==> src/rtl/riscv_pkg.sv <==
//==============================================================================
// Module : riscv_pkg
// Shared widths, the NOP encoding and the fetch FSM state type.
// Rev    : 1.0
//==============================================================================
`default_nettype none

package riscv_pkg;

    localparam int          XLEN      = 32;
    localparam logic [31:0] NOP_INSTR = 32'h0000_0013;

    typedef enum logic [1:0] {
        FETCH = 2'd0,
        DROP  = 2'd1,
        HOLD  = 2'd2
    } fetch_state_t;

endpackage

`default_nettype wire

==> src/rtl/if_id_reg.sv <==
//==============================================================================
// Module : if_id_reg
// IF/ID pipeline register with flush > stall > load > bubble priority.
// Rev    : 1.0
//==============================================================================
`default_nettype none

module if_id_reg
    import riscv_pkg::*;
#(
    parameter int XLEN = riscv_pkg::XLEN
) (
    input  logic            clk,
    input  logic            rst_n,
    input  logic            flush,
    input  logic            stall,
    input  logic            load,
    input  logic [XLEN-1:0] instr_in,
    input  logic [XLEN-1:0] pc_in,
    input  logic [XLEN-1:0] pc_plus4_in,
    output logic [XLEN-1:0] instr_out,
    output logic [XLEN-1:0] pc_out,
    output logic [XLEN-1:0] pc_plus4_out,
    output logic            valid_out
);

    localparam logic [XLEN-1:0] NOP = XLEN'(NOP_INSTR);

    logic [XLEN-1:0] instr_q, instr_d;
    logic [XLEN-1:0] pc_q, pc_d;
    logic [XLEN-1:0] pc_plus4_q, pc_plus4_d;
    logic            valid_q, valid_d;

    // Bubbles leave the PC fields untouched; only valid/instr are meaningful.
    always_comb begin
        instr_d    = instr_q;
        pc_d       = pc_q;
        pc_plus4_d = pc_plus4_q;
        valid_d    = valid_q;
        if (flush) begin
            valid_d = 1'b0;
            instr_d = NOP;
        end else if (!stall) begin
            if (load) begin
                instr_d    = instr_in;
                pc_d       = pc_in;
                pc_plus4_d = pc_plus4_in;
                valid_d    = 1'b1;
            end else begin
                valid_d = 1'b0;
                instr_d = NOP;
            end
        end
    end

    always_ff @(posedge clk or negedge rst_n) begin
        if (!rst_n) begin
            instr_q    <= NOP;
            pc_q       <= '0;
            pc_plus4_q <= '0;
            valid_q    <= 1'b0;
        end else begin
            instr_q    <= instr_d;
            pc_q       <= pc_d;
            pc_plus4_q <= pc_plus4_d;
            valid_q    <= valid_d;
        end
    end

    assign instr_out    = instr_q;
    assign pc_out       = pc_q;
    assign pc_plus4_out = pc_plus4_q;
    assign valid_out    = valid_q;

endmodule

`default_nettype wire

==> src/rtl/fetch_stage.sv <==
//==============================================================================
// Module : fetch_stage
// PC, single-outstanding imem request master and IF/ID register.
// Rev    : 1.0
//==============================================================================
`default_nettype none

module fetch_stage
    import riscv_pkg::*;
#(
    parameter int              XLEN     = riscv_pkg::XLEN,
    parameter logic [XLEN-1:0] RESET_PC = '0
) (
    input  logic            clk,
    input  logic            rst_n,
    input  logic            stall_F,
    input  logic            stall_D,
    input  logic            flush_D,
    input  logic            pcSource_E,
    input  logic [XLEN-1:0] jump_target_E,
    output logic            imem_req,
    output logic [XLEN-1:0] imem_addr,
    input  logic            imem_ack,
    input  logic [XLEN-1:0] imem_rdata,
    output logic [XLEN-1:0] instr_D,
    output logic [XLEN-1:0] pc_D,
    output logic [XLEN-1:0] pc_plus4_D,
    output logic            valid_D,
    output logic            fetch_wait
);

    localparam logic [XLEN-1:0] PC_STEP = XLEN'(4);

    fetch_state_t    state_q, state_d;
    logic [XLEN-1:0] pc_q, pc_d;
    logic [XLEN-1:0] redirect_q, redirect_d;
    logic [XLEN-1:0] buf_instr_q, buf_instr_d;
    logic [XLEN-1:0] buf_pc_q, buf_pc_d;
    logic            buf_valid_q, buf_valid_d;

    logic            hold;
    logic            ifid_load;
    logic [XLEN-1:0] ifid_instr;
    logic [XLEN-1:0] ifid_pc;

    assign hold = stall_F | stall_D;

    always_comb begin
        state_d     = state_q;
        pc_d        = pc_q;
        redirect_d  = redirect_q;
        buf_instr_d = buf_instr_q;
        buf_pc_d    = buf_pc_q;
        buf_valid_d = buf_valid_q;
        ifid_load   = 1'b0;
        ifid_instr  = imem_rdata;
        ifid_pc     = pc_q;

        case (state_q)
            FETCH: begin
                if (imem_ack) begin
                    if (pcSource_E) begin
                        pc_d = jump_target_E;
                    end else begin
                        pc_d = pc_q + PC_STEP;
                        if (hold) begin
                            buf_instr_d = imem_rdata;
                            buf_pc_d    = pc_q;
                            buf_valid_d = 1'b1;
                            state_d     = HOLD;
                        end else begin
                            ifid_load = 1'b1;
                        end
                    end
                end else if (pcSource_E) begin
                    // Address must stay stable until the ack, so park the target.
                    redirect_d = jump_target_E;
                    state_d    = DROP;
                end
            end
            DROP: begin
                if (pcSource_E) begin
                    redirect_d = jump_target_E;
                end
                if (imem_ack) begin
                    pc_d    = pcSource_E ? jump_target_E : redirect_q;
                    state_d = FETCH;
                end
            end
            HOLD: begin
                if (pcSource_E) begin
                    buf_valid_d = 1'b0;
                    pc_d        = jump_target_E;
                    state_d     = FETCH;
                end else if (!hold) begin
                    ifid_load   = buf_valid_q;
                    ifid_instr  = buf_instr_q;
                    ifid_pc     = buf_pc_q;
                    buf_valid_d = 1'b0;
                    state_d     = FETCH;
                end
            end
            default: begin
                state_d = FETCH;
            end
        endcase
    end

    always_ff @(posedge clk or negedge rst_n) begin
        if (!rst_n) begin
            state_q     <= FETCH;
            pc_q        <= RESET_PC;
            redirect_q  <= '0;
            buf_instr_q <= '0;
            buf_pc_q    <= '0;
            buf_valid_q <= 1'b0;
        end else begin
            state_q     <= state_d;
            pc_q        <= pc_d;
            redirect_q  <= redirect_d;
            buf_instr_q <= buf_instr_d;
            buf_pc_q    <= buf_pc_d;
            buf_valid_q <= buf_valid_d;
        end
    end

    assign imem_req   = (state_q != HOLD);
    assign imem_addr  = pc_q;
    assign fetch_wait = imem_req & ~imem_ack;

    if_id_reg #(
        .XLEN (XLEN)
    ) u_if_id_reg (
        .clk          (clk),
        .rst_n        (rst_n),
        .flush        (flush_D),
        .stall        (stall_D),
        .load         (ifid_load),
        .instr_in     (ifid_instr),
        .pc_in        (ifid_pc),
        .pc_plus4_in  (ifid_pc + PC_STEP),
        .instr_out    (instr_D),
        .pc_out       (pc_D),
        .pc_plus4_out (pc_plus4_D),
        .valid_out    (valid_D)
    );

endmodule

`default_nettype wire

==> config.mk <==
export PLATFORM = sky130hd
export DESIGN_NAME = fetch_stage
export DESIGN_NICKNAME = d
export VERILOG_FILES = /design/src/rtl/riscv_pkg.sv /design/src/rtl/if_id_reg.sv /design/src/rtl/fetch_stage.sv
export SDC_FILE = /design/constraint.sdc
export NUM_CORES = 1
export LEC_CHECK = 0
export ABC_CLOCK_PERIOD_IN_PS = 2500
export CORE_ASPECT_RATIO = 0.8
export CORE_MARGIN = 5
export CORE_UTILIZATION = 48
export DETAILED_ROUTE_END_ITERATION = 6
export GPL_TIMING_DRIVEN = 0
export PLACE_DENSITY = 0.85
export SYNTH_ARGS = -nofsm -noshare
export SYNTH_HDL_FRONTEND = slang
export SYNTH_SLANG_ARGS = --single-unit
export TNS_END_PERCENT = 1
==> constraint.sdc <==
create_clock -name clk -period 2.5 [get_ports clk]
set_clock_uncertainty 0.1 [all_clocks]
set_input_delay 0.5 -clock clk [delete_from_list [all_inputs] [get_ports clk]]
set_output_delay 0.5 -clock clk [all_outputs]
set_load 0.005 [all_outputs]
Word-level counts from Yosys, hierarchy flattened
Index checks and enable logic that the tools add are counted.
{"block": "word_totals", "out_inout_bits": 131, "ff_bits": 228, "inputBits": 71, "elab_cells": 82}
{"block": "classes", "eq_ne": 14, "muxes": 40, "bitwise": 6, "reduce_logical": 10, "add_sub_neg": 2}
{"operator": "$mux W32", "n": 15}
{"operator": "$pmux W32 S3", "n": 1}
{"operator": "$add A32 B3 Y32 const B", "n": 2}
{"operator": "$pmux W32 S2", "n": 1}
{"operator": "$mux W2", "n": 7}
{"operator": "$ne A2 B2 Y1 const B", "n": 7}
{"operator": "$mux W1", "n": 13}
{"operator": "$ne A3 B3 Y1 const B", "n": 4}
{"operator": "$reduce_and A5 Y1", "n": 2}
{"operator": "$pmux W2 S3", "n": 1}
{"operator": "$reduce_and A3 Y1", "n": 2}
{"operator": "$not A1 Y1", "n": 4}
{"operator": "$pmux W1 S2", "n": 2}
{"operator": "$reduce_and A4 Y1", "n": 1}
{"operator": "$reduce_bool A2 Y1", "n": 2}
{"operator": "$reduce_bool A3 Y1", "n": 1}
{"operator": "$eq A2 B1 Y1 const B", "n": 1}
{"operator": "$eq A2 B2 Y1 const B", "n": 1}
{"operator": "$logic_not A2 Y1", "n": 1}
{"operator": "$ne A2 B1 Y1 const B", "n": 1}
{"operator": "$reduce_and A2 Y1", "n": 1}
{"operator": "$and A1 B1 Y1", "n": 1}
{"operator": "$or A1 B1 Y1", "n": 1}

Longest topological paths before layout
{"block": "logic_depth", "depth_word": 8, "depth_mapped": 10, "depth_no_buf": 8}

Modules after synthesis
From an unflattened synthesis, not the netlist that was laid out.
{"block": "hier_totals", "cells_unflattened": 1184, "area_unflattened_um2": 12240.5}
{"module": "fetch_stage", "instances": 1, "area_each_um2": 8109.0, "cells_per_inst": 903, "seq_area_each_um2": 3278.1}
{"module": "if_id_reg", "instances": 1, "area_each_um2": 4131.5, "cells_per_inst": 281, "seq_area_each_um2": 2431.1}

Worst setup path before layout
Ideal clock, no wire load.
{"block": "synth_path", "path_type": "register -> register", "from": "register state_q[0]", "to": "register u_if_id_reg.pc_plus4_q[19] (netlist: u_if_id_reg.pc_plus4_out[19])", "n_path_buf": 1, "slack_ns": 0.048, "arrival_time_ns": 2.223, "synth_period_minus_slack_ns": 2.452, "setup_time_ns": 0.129, "required_time_ns": 2.271, "path_stages_with_launch": 10, "cell_sequence": "dfrtp_1 inv_1 ha_1 or4b_1 buf_2 nor4_4 o221ai_2 nor3_2 xor2_1 o21ai_1"}
{"block": "synth_via", "elab_chain_cells": 3, "word_cells_on_any_way": 6, "classes_between": "add/sub (1); eq/ne (1); mux (2); reduce/logical (2)"}
{"item": "from (decl)", "line_no": "fetch_stage.sv:34", "source": "fetch_state_t state_q, state_d;"}
{"item": "from (signal assigned)", "line_no": "fetch_stage.sv:118", "source": "state_q <= state_d;"}
{"item": "$eq A2 B2 Y1 / $logic_not A2 Y1 (equally long branches)", "line_no": "fetch_stage.sv:59", "source": "case (state_q)"}
{"item": "$mux W32 / $pmux W1 S2 (equally long branches)", "line_no": "fetch_stage.sv:59"}
{"item": "$add A32 B3 Y32 / $reduce_and A3 Y1 (equally long branches)"}
{"item": "to (signal assigned)", "line_no": "if_id_reg.sv:65", "source": "pc_plus4_q <= pc_plus4_d;"}
{"item": "to (decl)", "line_no": "if_id_reg.sv:31", "source": "logic [XLEN-1:0] pc_plus4_q, pc_plus4_d;"}
Several ways; a longest one is shown, not always the timed one.
A chain may end at the register's enable or synchronous reset.

Worst setup path after layout
{"block": "layout_path", "from": "register state_q[1]", "to": "register pc_q[19] (netlist: imem_addr[19])"}
{"block": "layout_via", "elab_chain_cells": 3, "word_cells_on_any_way": 9, "classes_between": "eq/ne (5); mux (1); reduce/logical (3)"}
{"item": "$eq A2 B2 Y1, or another cell as far along", "line_no": "fetch_stage.sv:59"}
{"item": "$ne A2 B2 Y1 (no line) / $reduce_bool A3 Y1 (equally long branches)"}
{"item": "$reduce_and A4 Y1 (no line)"}
{"item": "to (signal assigned)", "line_no": "fetch_stage.sv:119", "source": "pc_q <= pc_d;"}
{"item": "to (decl)", "line_no": "fetch_stage.sv:35", "source": "logic [XLEN-1:0] pc_q, pc_d;"}
Several ways; a longest one is shown, not always the timed one.

==> run_summary.xml <==
<?xml version="1.0" encoding="UTF-8"?>
<metrics>
  <group name="clocking">
    <metric name="cts_htree_levels" unit="">1</metric>
    <metric name="clk_path_buf_depth" unit="">3</metric>
    <metric name="clk-insertion-delay-late" unit="ps">540</metric>
    <metric name="tritoncts" unit="">built</metric>
    <metric name="inserted_clock_buffers" unit="">24</metric>
    <metric name="clock-root-buffer" unit="">clkbuf_16</metric>
    <metric name="clkSinkCount" unit="">226</metric>
    <metric name="clk_transition_reported_paths" unit="ps">70</metric>
  </group>
  <group name="finish">
    <metric name="mostFrequentLayoutCell" unit="">dfrtp_1</metric>
    <metric name="area_growth" unit="%">34.1</metric>
    <metric name="ratio_of_cells_with_drive_above_1_in_the_final_layout" unit="%">20.1</metric>
    <metric name="fill_cells" unit="">1837</metric>
    <metric name="final_cell_mix" unit="">dfrtp_1 (222), clkdlybuf4s50_1 (196), nand2_1 (156)</metric>
    <metric name="footprint_of_the_multi_input_gates" unit="um2">5720</metric>
    <metric name="finalNetCount" unit="">1453</metric>
    <metric name="seq_area" unit="um2">5660</metric>
  </group>
  <group name="flow_run">
    <metric name="maxCapViolCount" unit="">0</metric>
  </group>
  <group name="setup_path">
    <metric name="cp-startpoint" unit="">state_q[1]$_DFFE_PN0P_</metric>
    <metric name="timing.critical_path.to_type" unit="">flop</metric>
    <metric name="timing.critical_path.required" unit="ps">2780</metric>
    <metric name="data_arrival_critical_path" unit="ps">2800</metric>
    <metric name="timing.setup.critical_path_class" unit="">flop to flop</metric>
    <metric name="start_kind" unit="">flop</metric>
    <metric name="worst-path-max-fanout" unit="">10</metric>
    <metric name="critical_path.reg2reg.startpoint" unit="">state_q[1]$_DFFE_PN0P_</metric>
  </group>
  <group name="grt">
    <metric name="grt_use_met1" unit="%">39.2</metric>
    <metric name="grt_max_degree" unit="">91</metric>
    <metric name="global_route.usage.met2" unit="%">39.4</metric>
    <metric name="number_of_global_route_vias_before_repair" unit="">10100</metric>
    <metric name="globalRouteMet3Util" unit="%">6.38</metric>
    <metric name="grt_remaining_overflow" unit="">0</metric>
    <metric name="grt_first_pass_wirelength" unit="um">57600</metric>
    <metric name="antenna_found_initial" unit="">0</metric>
    <metric name="top_usage_layer" unit="">met2</metric>
    <metric name="grtUsageTotal" unit="%">26.6</metric>
  </group>
  <group name="logic_synthesis">
    <metric name="ys_ff_latch" unit="">226</metric>
    <metric name="mappedNetlistArea" unit="um2">11400</metric>
    <metric name="yosys.area.top_type" unit="">dfrtp_1</metric>
    <metric name="ys_seq_area_share" unit="%">49.5</metric>
    <metric name="yosys.area.top_type_share" unit="%">48.8</metric>
    <metric name="postSynthNetCount" unit="">1219</metric>
    <metric name="synth-main-ff-cell" unit="">dfrtp_1</metric>
    <metric name="synthArstFlopShare" unit="%">100</metric>
    <metric name="syn-mean-instance-area" unit="um2">10.0</metric>
    <metric name="synth_cell_types" unit="">58</metric>
    <metric name="yosysWarnings" unit="">0</metric>
    <metric name="syn-instance-count" unit="">1144</metric>
    <metric name="yosys-top-cells-area" unit="">dfrtp_1 (49%), mux2_2 (9.0%), mux2i_1 (5.4%), nand2_1 (5.2%), o21ai_0 (4.8%)</metric>
    <metric name="synth_enable_flop_cells" unit="">0</metric>
  </group>
  <group name="floorplanning">
    <metric name="die_y" unit="um">148</metric>
    <metric name="std_cell_rows" unit="">50</metric>
    <metric name="core" unit="um2">23500</metric>
    <metric name="floorplan.initialDensity" unit="%">48.8</metric>
    <metric name="boundaryPins" unit="">202</metric>
    <metric name="die_width" unit="um">183</metric>
    <metric name="dieArea" unit="um2">27000</metric>
  </group>
  <group name="sta">
    <metric name="timing.final.hold_violations" unit="">0</metric>
    <metric name="post-route-period-util" unit="%">101</metric>
    <metric name="worst_rel_slew_slack" unit="%">54.8</metric>
    <metric name="grt_setup_unrepaired" unit="">yes</metric>
    <metric name="setup-violations-final" unit="">1</metric>
    <metric name="layout_min_cycle_time" unit="ps">2520</metric>
    <metric name="fmax" unit="MHz">396</metric>
    <metric name="worst_slack" unit="ps">-22.4</metric>
    <metric name="worstMarginPinSlew" unit="ps">678</metric>
    <metric name="finalSetupTns" unit="ps">-22.4</metric>
    <metric name="final_max_slew_viol_count" unit="">0</metric>
  </group>
  <group name="route">
    <metric name="drt_pre_antenna_iters" unit="">5</metric>
    <metric name="number_of_remaining_drc_errors" unit="">0</metric>
    <metric name="post_detailed_routing_wire_length" unit="um">37800</metric>
    <metric name="routed_antenna_nets" unit="">0</metric>
    <metric name="routed_via_density" unit="">6.09</metric>
    <metric name="num_vias" unit="">10400</metric>
    <metric name="wl_per_cell" unit="um">22.1</metric>
    <metric name="drtIter0Drc" unit="">1007</metric>
  </group>
  <group name="pwr">
    <metric name="static_leakage" unit="nW">6.31</metric>
    <metric name="powerDensity" unit="nW/um2">1210</metric>
    <metric name="ir_drop" unit="V">0.000820</metric>
  </group>
  <group name="status">
    <metric name="status" unit="">finished with violations</metric>
    <metric name="violated_checks" unit="">negative setup slack</metric>
  </group>
  <group name="min_path">
    <metric name="timing.hold.worst.class" unit="">flop to flop</metric>
    <metric name="min_from" unit="">u_if_id_reg.pc_plus4_out[25]$_DFFE_PN0P_</metric>
  </group>
  <group name="placed_design">
    <metric name="buffer_ports.inserted" unit="">201</metric>
    <metric name="hpwlAfterDp" unit="um">27300</metric>
    <metric name="routabilityCongestion" unit="">0.969</metric>
    <metric name="detailedPlace.worstSlack" unit="ps">-904</metric>
  </group>
</metrics>
==> cell type report <==
type                       instances  area share [%]
timing repair buffer             215            14.1
inverter                          19           0.498
clock buffer                      31            4.48
clock inverter                    13           0.889
sequential                       226            36.9
multi-input combinational        808            37.3
tap                              312            2.55
antenna                            1          0.0163
buffer                            84            3.30
==> final timing paths <==
kind / to / slack (ps) / depth (start not counted)
max: imem_addr[19]$_DFFE_PN0P_ / -20 / 7
min: u_if_id_reg.pc_plus4_out[25]$_DFFE_PN0P_ / 380 / 2
max reg2reg: imem_addr[19]$_DFFE_PN0P_ / -20 / 7
min reg2reg: u_if_id_reg.pc_plus4_out[25]$_DFFE_PN0P_ / 380 / 2
max in group asynchronous: u_if_id_reg.instr_out[1]$_DFFE_PN1P_ / 640 / 4
min in group asynchronous: u_if_id_reg.instr_out[21]$_DFFE_PN0P_ / 470 / 2
==> synth_stat cells, types with 4 or more instances <==
master,instances
xor2_1,27
nor4_1,9
o22ai_1,11
o31ai_1,9
nor2_1,71
nand4_1,13
and3_1,6
a21oi_1,41
ha_1,4
nand3_1,30
or3_1,5
o21ai_0,109
a221oi_1,16
a22oi_1,13
a22o_1,23
a21o_1,4
nand2b_1,4
a211oi_1,7
a31oi_1,13
nand2_1,157
dfrtp_1,223
a221o_1,6
buf_2,21
clkbuf_1,60
buf_4,4
nor3_1,15
o22a_1,4
buf_1,6
nor2b_1,4
mux2_2,91
inv_1,18
xnor2_1,12
mux2i_1,62
==> critical path, stage by stage (launching register included) <==
cell	delay, ps
dfrtp_1	420
inv_1	110
ha_2	460
clkbuf_1	420
clkbuf_2	390
o221ai_1	190
o21ai_0	160
a21oi_1	120
==> cell families (layout without fill, tap and decap cells) <==
logic type | after synthesis | after routing | synth area share, %
simple gates | 329 | 329 | 12.9
compound gates | 283 | 283 | 15.9
flops | 226 | 226 | 49.5
mux | 153 | 153 | 14.4
buf+inv | 110 | 362 | 3.97
xor+xnor | 39 | 39 | 2.99
fa+ha+maj | 4 | 4 | 0.438
other cells | 0 | 1 | 0
==> flip-flops by register name, summed over array words and instances, names as in the netlist <==
signal / flops
u_if_id_reg.instr_out: 32
u_if_id_reg.pc_plus4_out: 32
redirect_q: 32
u_if_id_reg.pc_out: 30
u_if_id_reg.valid_out: 1
buf_instr_q: 32
buf_valid_q: 1
imem_addr: 32
buf_pc_q: 32
state_q: 2
==> per-layer routing <==
metal / up-vias / wire length, um
li1: 4589 / -
met1: 5085 / 16300
met2: 644 / 16500
met3: 89 / 3970
met4: 0 / 1020
met5: - / 0
==> metrics by stage <==
stage	util [%]	instance area [um2]	power [mW]	instances	hold slack [ps]
2_1_floorplan	-	11400	10.5	1144	104
3_3_place_gp	59.0	13800	13.9	1657	360
3_5_place_dp	59.2	13900	14.1	1659	369
4_1_cts	64.2	15100	18.1	1704	384
5_1_grt	65.4	15300	19.4	1708	396
6_report	65.4	15300	18.5	1709	378
==> timing repair <==
item,in CTS,in global routing
hold endpoints to repair,89,0
gates resized for setup,91,78
buffers inserted,4,7
pin swaps,8,13
hold buffers,1,0
setup endpoints to repair,223,183
==> report_power, final <==
group / leakage [nW] / internal (mW) / switching [mW] / total, mW
logic: 3.08 / 3.97 / 4.34 / 8.31
registers: 2.83 / 5.18 / 1.35 / 6.53
clock network: 0.399 / 2.15 / 1.54 / 3.69
total: 6.31 / 11.3 / 7.23 / 18.5
No activity file was read; power rests on OpenSTA's default activity.
